==> config.mk <==
export PLATFORM = sky130hd
export DESIGN_NAME = mem_arbiter
export DESIGN_NICKNAME = d
export VERILOG_FILES = /design/src/rtl/mem_arbiter.sv
export SDC_FILE = /design/constraint.sdc
export NUM_CORES = 1
export LEC_CHECK = 0
export ABC_CLOCK_PERIOD_IN_PS = 1900
export CORE_MARGIN = 1
export CORE_UTILIZATION = 60
export DETAILED_ROUTE_END_ITERATION = 10
export DONT_BUFFER_PORTS = 1
export PLACE_DENSITY = 0.76
export SKIP_CTS_REPAIR_TIMING = 1
export SYNTH_ARGS = -nofsm -noshare
export SYNTH_HDL_FRONTEND = slang
export SYNTH_SLANG_ARGS = --single-unit
export TNS_END_PERCENT = 10
==> constraint.sdc <==
create_clock -name clock -period 1.9 [get_ports clock]
set_input_delay 0.475 -clock clock [delete_from_list [all_inputs] [get_ports clock]]
set_output_delay 0.475 -clock clock [all_outputs]
set_load 0.02 [all_outputs]
==> src/rtl/mem_arbiter.sv <==
// Two-requester round-robin arbiter for a shared 16x16 read-only memory.
// Holds the address for WAIT+1 periods with mr_ low, then captures the word.
module mem_arbiter #(
  parameter int WAIT = 2
) (
  input  logic        clock,
  input  logic        reset_,
  input  logic        soc0,
  input  logic        soc1,
  input  logic [3:0]  addr0,
  input  logic [3:0]  addr1,
  output logic        eoc0,
  output logic        eoc1,
  output logic [15:0] data0,
  output logic [15:0] data1,
  output logic [3:0]  a3_a0,
  input  logic [15:0] d15_d0,
  output logic        mr_
);

  localparam int CW = (WAIT > 0) ? $clog2(WAIT + 1) : 1;
  localparam logic [CW-1:0] WAIT_C = CW'(WAIT);

  typedef enum logic [1:0] {
    IDLE,
    ACCESS,
    RELEASE
  } state_t;

  state_t state, state_nxt;

  logic          last, last_nxt;
  logic          gnt, gnt_nxt;
  logic [CW-1:0] count, count_nxt;
  logic [3:0]    a3_a0_nxt;
  logic [15:0]   data0_nxt, data1_nxt;
  logic          eoc0_nxt, eoc1_nxt;
  logic          mr_nxt;

  logic q0, q1, pick, gnt_soc;

  assign q0      = soc0 & eoc0;
  assign q1      = soc1 & eoc1;
  // On a tie, favour the requester not served last.
  assign pick    = (q0 & q1) ? ~last : q1;
  assign gnt_soc = gnt ? soc1 : soc0;

  always_ff @(posedge clock or negedge reset_) begin
    if (!reset_) begin
      state <= IDLE;
      last  <= 1'b1;
      gnt   <= 1'b0;
      count <= WAIT_C;
      a3_a0 <= 4'h0;
      data0 <= 16'h0000;
      data1 <= 16'h0000;
      eoc0  <= 1'b1;
      eoc1  <= 1'b1;
      mr_   <= 1'b1;
    end else begin
      state <= state_nxt;
      last  <= last_nxt;
      gnt   <= gnt_nxt;
      count <= count_nxt;
      a3_a0 <= a3_a0_nxt;
      data0 <= data0_nxt;
      data1 <= data1_nxt;
      eoc0  <= eoc0_nxt;
      eoc1  <= eoc1_nxt;
      mr_   <= mr_nxt;
    end
  end

  always_comb begin
    state_nxt = state;
    last_nxt  = last;
    gnt_nxt   = gnt;
    count_nxt = count;
    a3_a0_nxt = a3_a0;
    data0_nxt = data0;
    data1_nxt = data1;
    eoc0_nxt  = eoc0;
    eoc1_nxt  = eoc1;
    mr_nxt    = mr_;
    unique case (state)
      IDLE: begin
        if (q0 | q1) begin
          state_nxt = ACCESS;
          gnt_nxt   = pick;
          last_nxt  = pick;
          count_nxt = WAIT_C;
          mr_nxt    = 1'b0;
          if (pick) begin
            a3_a0_nxt = addr1;
            eoc1_nxt  = 1'b0;
          end else begin
            a3_a0_nxt = addr0;
            eoc0_nxt  = 1'b0;
          end
        end
      end
      ACCESS: begin
        if (count != '0) begin
          count_nxt = count - CW'(1);
        end else begin
          state_nxt = RELEASE;
          mr_nxt    = 1'b1;
          if (gnt) begin
            data1_nxt = d15_d0;
            eoc1_nxt  = 1'b1;
          end else begin
            data0_nxt = d15_d0;
            eoc0_nxt  = 1'b1;
          end
        end
      end
      RELEASE: begin
        if (!gnt_soc) begin
          state_nxt = IDLE;
        end
      end
      default: begin
        state_nxt = IDLE;
      end
    endcase
  end

endmodule

== Word-level counts from Yosys, hierarchy flattened ==
Cells that the tools add are included.

* $add $sub $neg: 1
* Multiply operators: 0
* Divide/modulo/power cells: 0
* $lt $le $gt $ge: 0
* Equal/unequal tests: 10
* Shift operators: 0
* Mux-type cells: 23
* Bitwise logic cells: 7
* Reduce and logical (&&, ||, !) cells: 11

{| class="wikitable"
|+ Operators with widths
! kind !! count
|-
| 2-bit inequality test (second input constant) || 8
|-
| 3-bit AND reduction || 5
|-
| 1-bit 2-to-1 mux || 12
|-
| 2-bit 2-to-1 mux || 5
|-
| 5-bit AND reduction || 2
|-
| 1-bit one-hot mux with 2 select lines || 3
|-
| 2-bit one-hot mux with 3 select lines || 1
|-
| 4-bit 2-to-1 mux || 1
|-
| 2-bit one-hot mux with 2 select lines || 1
|-
| 2-bit nonzero test || 2
|-
| 1-bit AND || 3
|-
| 1-bit inverter || 3
|-
| 2-bit by 1-bit equality test with 1-bit output (second input constant) || 1
|-
| 2-bit equality test (second input constant) || 1
|-
| 2-bit zero test || 1
|-
| 2-bit AND reduction || 1
|-
| 2-bit by 1-bit subtractor with 2-bit output (second input constant) || 1
|-
| 1-bit OR || 1
|}

* Register bits after elaboration: 45
* Latch bits: 0
* RAM bits: 0
* Memory bits (read-only): 0
* Bits of input ports: 28
* Output and inout port bits: 39
* Word-level logic and storage cells: 62
* Memories: 0

== Logic depth before layout (Yosys ltp) ==
* Depth after elaboration: 6
* Mapped depth: 6
* Mapped depth without buffers: 5

== Worst setup path before layout ==
Ideal clock, no wire load.

* Kind: reg-to-reg
* From: register count[1]
* To: register data1[10]
* Library setup time: 0.125 ns
* Arrival time: 1.502 ns
* Required time: 1.775 ns
* Slack: 0.273 ns
* Cell stages (with the launch flop): 7
* Path buffers: 1
* Period minus slack after synthesis: 1.627 ns
* Cells stage by stage: dfstp_2 > inv_1 > ha_1 > and3b_2 > nand2_4 > buf_8 > mux2_4

* Longest elaborated chain between the ends: 3

{| class="wikitable"
|+ RTL lines
! element !! RTL line !! text
|-
| start: declaration || 34 || <nowiki>logic [CW-1:0] count, count_nxt;</nowiki>
|-
| start signal: assignment || 64 || <nowiki>count <= count_nxt;</nowiki>
|-
| 2-bit nonzero test || 103 || <nowiki>if (count != '0) begin</nowiki>
|-
| 1-bit inverter (no source line) || -- ||
|-
| 3-bit AND reduction (no source line) || -- ||
|-
| end signal: assignment || 67 || <nowiki>data1 <= data1_nxt;</nowiki>
|-
| end: declaration || 15 || <nowiki>output logic [15:0] data1,</nowiki>
|}

Every way passes these cells.
A chain may end at the register's enable or synchronous reset.

== Final worst setup path ==
* From: register count[1]
* To: register data1[0]

Same word-level chain as after synthesis.

==> results_dict.tcl <==
set metrics [dict create \
    cpPeakStageDelay_ns 0.55 \
    die_h_um 57.8 \
    synth_edf_count 0 \
    synth_top_family_by_area "multiplexers" \
    synth-compound-area-share 0.0785 \
    drt_pass1_iterations 7 \
    cts_tree "yes" \
    endpoint "data1[0]$_DFFE_PN0P_" \
    p_switching_mw 1.57 \
    power_frac_comb 0.242 \
    period_share 0.924 \
    die_w_um 57.8 \
    setup_viol 0 \
    violations "DRC" \
    rows 19 \
    run_status "complete, but fails checks" \
    n_antenna_cell 0 \
    cts_buffers 5 \
    wl_per_cell_um 19.2 \
    power.leakage_nw 0.896 \
    place_congestion 0.795 \
    antenna_found_initial 0 \
    worst_ep_arrival_time_ns 2.01 \
    p_int_mw 2.35 \
    cp_slowest_cell "dfstp_2" \
    worstPathRequired_ns 2.15 \
    tightest_slew_ns 0.511 \
    p_clk_frac 0.154 \
    crit_path_start "count[1]$_DFFE_PN1P_" \
    cp-start-kind "flip-flop" \
    synthesis.nets 156 \
    total_power_mw 3.92 \
    ir_drop_v 0.00107 \
    ys_types 32 \
    drive_above_1_share 0.385 \
    fmax_mhz 569 \
    min_period_ns 1.76 \
    slew_headroom 0.659 \
    synth-async-reset-ratio 1.00 \
    r2r_start "count[1]$_DFFE_PN1P_" \
    ys_warn_count 0 \
    hold_viol 0 \
    syn_area_per_cell_um2 14.7 \
    crit-reg2reg-capture "data1[0]$_DFFE_PN0P_" \
    first_global_vias 1064 \
    clock_sinks 45 \
    netlist_instances 127 \
    synthSimpleGateAreaFrac 0.0698 \
    drcViolationCount 3 \
    post-route-util 0.702 \
    path_cells "inv_1 -> ha_1 -> and3b_2 -> nand2_4 -> mux2_2" \
    grt_overflow_total 0 \
    die_area_um2 3340 \
    yosys.area_share.adder 0.00671 \
    slew_violations 0 \
    drv_cap 0 \
    synth-xor-area-share 0 \
    hold_depth 1 \
    swShare 0.401 \
    grt_usage 0.203 \
    fin_skew_ns 0.0123 \
    synth-seq-area-share 0.607 \
    crit_path_end_kind "flip-flop" \
    initial_core_util 0.654 \
    critical_path_class "reg2reg" \
    clk_latency_ns 0.35 \
    grt_max_degree 46 \
    final_antenna_net_count 0 \
    reg2reg_depth 5 \
    drt_iter0_markers 28 \
    cts-root-buf "clkbuf_4" \
    clk_pin_slew_ns 0.13 \
    core_um2 2850 \
    cts_max_path_buffers 2 \
    setup_tns_ns 0 \
    io_buffers 0 \
    power.density_nw_per_um2 1960 \
    viasPerCell 6.38 \
    hold_class "in2reg" \
    synth-seq-cells 45 \
    syn_area_um2 1870 \
    wirelength_um 3180 \
    nets 163 \
    vias 1059 \
    p_seq_frac 0.604 \
    pin_count 67 \
    grt_pass1_wl_um 4930 \
    ys.flop_type "dfrtp_1" \
    worstPathMaxFanout 17 \
    r2r_slack_ns 0.14 \
    place_hpwl_um 2210 \
    rsz0062_at_grt "false" \
    areaGrowthSynthToFinish_pct 7.31 \
    synthMuxAreaShare 0.217 \
    h-tree-depth 2 \
]
per-stage QoR:
step	hold WS [ns]	std cells	area (um^2)	setup slack [ns]
2_1_floorplan	0.179	127	1870	0.273
3_3_place_gp	0.180	156	1880	0.207
3_5_place_dp	0.180	156	1880	0.147
4_1_cts	-0.221	164	1960	0.112
5_1_grt	0.225	166	2000	0.0412
6_report	0.258	166	2000	0.144
synth_stat cells, types with 2 or more instances:
master,number,area share
a21oi_1,4,0.011
a22o_1,3,0.014
a31oi_1,4,0.013
dfrtp_1,40,0.54
dfstp_2,5,0.070
inv_1,3,0.0060
mux2_2,23,0.14
mux2_4,9,0.072
nand2_1,3,0.0060
nand4_1,4,0.013
nor2_1,2,0.0040
o21ai_0,7,0.019
worst min-delay path by stage:
stage                          start                     to  slack [ns]
after floorplan               reset_   a3_a0[0]$_DFFE_PN0P_        0.18
after global placement        reset_   a3_a0[1]$_DFFE_PN0P_        0.18
after global routing      d15_d0[15]  data0[15]$_DFFE_PN0P_        0.22
after CTS                     reset_   count[0]$_DFFE_PN0P_       -0.22
final                     d15_d0[11]  data1[11]$_DFFE_PN0P_        0.26
after detailed placement      reset_   a3_a0[2]$_DFFE_PN0P_        0.18
power by group through the flow:
stage          registers (mW)  logic (mW)  clock network, mW
2_1_floorplan            2.28       0.831                  0
3_3_place_gp             2.37       0.887                  0
3_5_place_dp             2.39       0.938                  0
4_1_cts                  2.38       0.940              0.619
5_1_grt                  2.44        1.05              0.657
6_report                 2.37       0.950              0.603
state kept, by name, indices dropped and copies added, names as in the netlist:
signal,flops
a3_a0,4
data0,16
gnt,1
eoc1,1
eoc0,1
mr_,1
state,2
count,2
data1,16
last,1
layout make-up:
cell class	instances	area [um^2]
flip-flops and latches	45	1130
fillers	209	851
multi-input cells	77	693
clock buffers	6	51.3
well taps	31	38.8
clock inverters	2	37.5
repair buffers	2	37.5
inverters	3	11.3
worst max-delay path, delay by kind of cell (launching register included):
family,cells,cell delay (ns)
flops,1,0.55
buf+inv,1,0.04
simple gates,2,0.48
fa+ha+maj,1,0.20
mux,1,0.38
placed cells by master, fill, tap and decap left out, drive strengths merged:
cell type / synthesis / layout
dfstp: 5 / 5
a21o: 2 / 2
a21oi: 4 / 4
and3: 1 / 1
nand3b: 1 / 1
o21ai: 7 / 7
nor4: 1 / 1
nand3: 1 / 1
nor3b: 1 / 1
mux2i: 1 / 1
or2b: 1 / 1
ha: 1 / 1
a22oi: 1 / 1
nand2: 4 / 4
buf: 1 / 1
a31oi: 4 / 4
and2: 1 / 1
inv: 3 / 3
bufinv: 0 / 1
clkbuf: 1 / 6
o21a: 1 / 1
a22o: 3 / 3
dfrtp: 40 / 40
dlygate4sd3: 0 / 1
nor2: 4 / 4
nand4: 4 / 4
mux2: 32 / 32
and3b: 1 / 1
o2111ai: 1 / 1
clkinvlp: 0 / 1
layer usage:
| layer | vias to the layer above | part of all wire | track usage |
|---|---|---|---|
| met5 | - | 0 | 0 |
| met4 | 0 | 0.0079 | 0.0714 |
| met3 | 4 | 0.082 | 0.0915 |
| met2 | 48 | 0.50 | 0.336 |
| met1 | 529 | 0.41 | 0.235 |
| li1 | 478 | - | - |
kinds of logic (layout without fill, tap and decap cells):
group                      after synthesis  in the layout
and+or+nand+nor                         20             20
adders and majority gates                1              1
buffers and inverters                    5             13
muxes                                   33             33
AOI/OAI and AO/OA                       23             23
DFF                                     45             45
No activity file was read; power rests on OpenSTA's default activity.
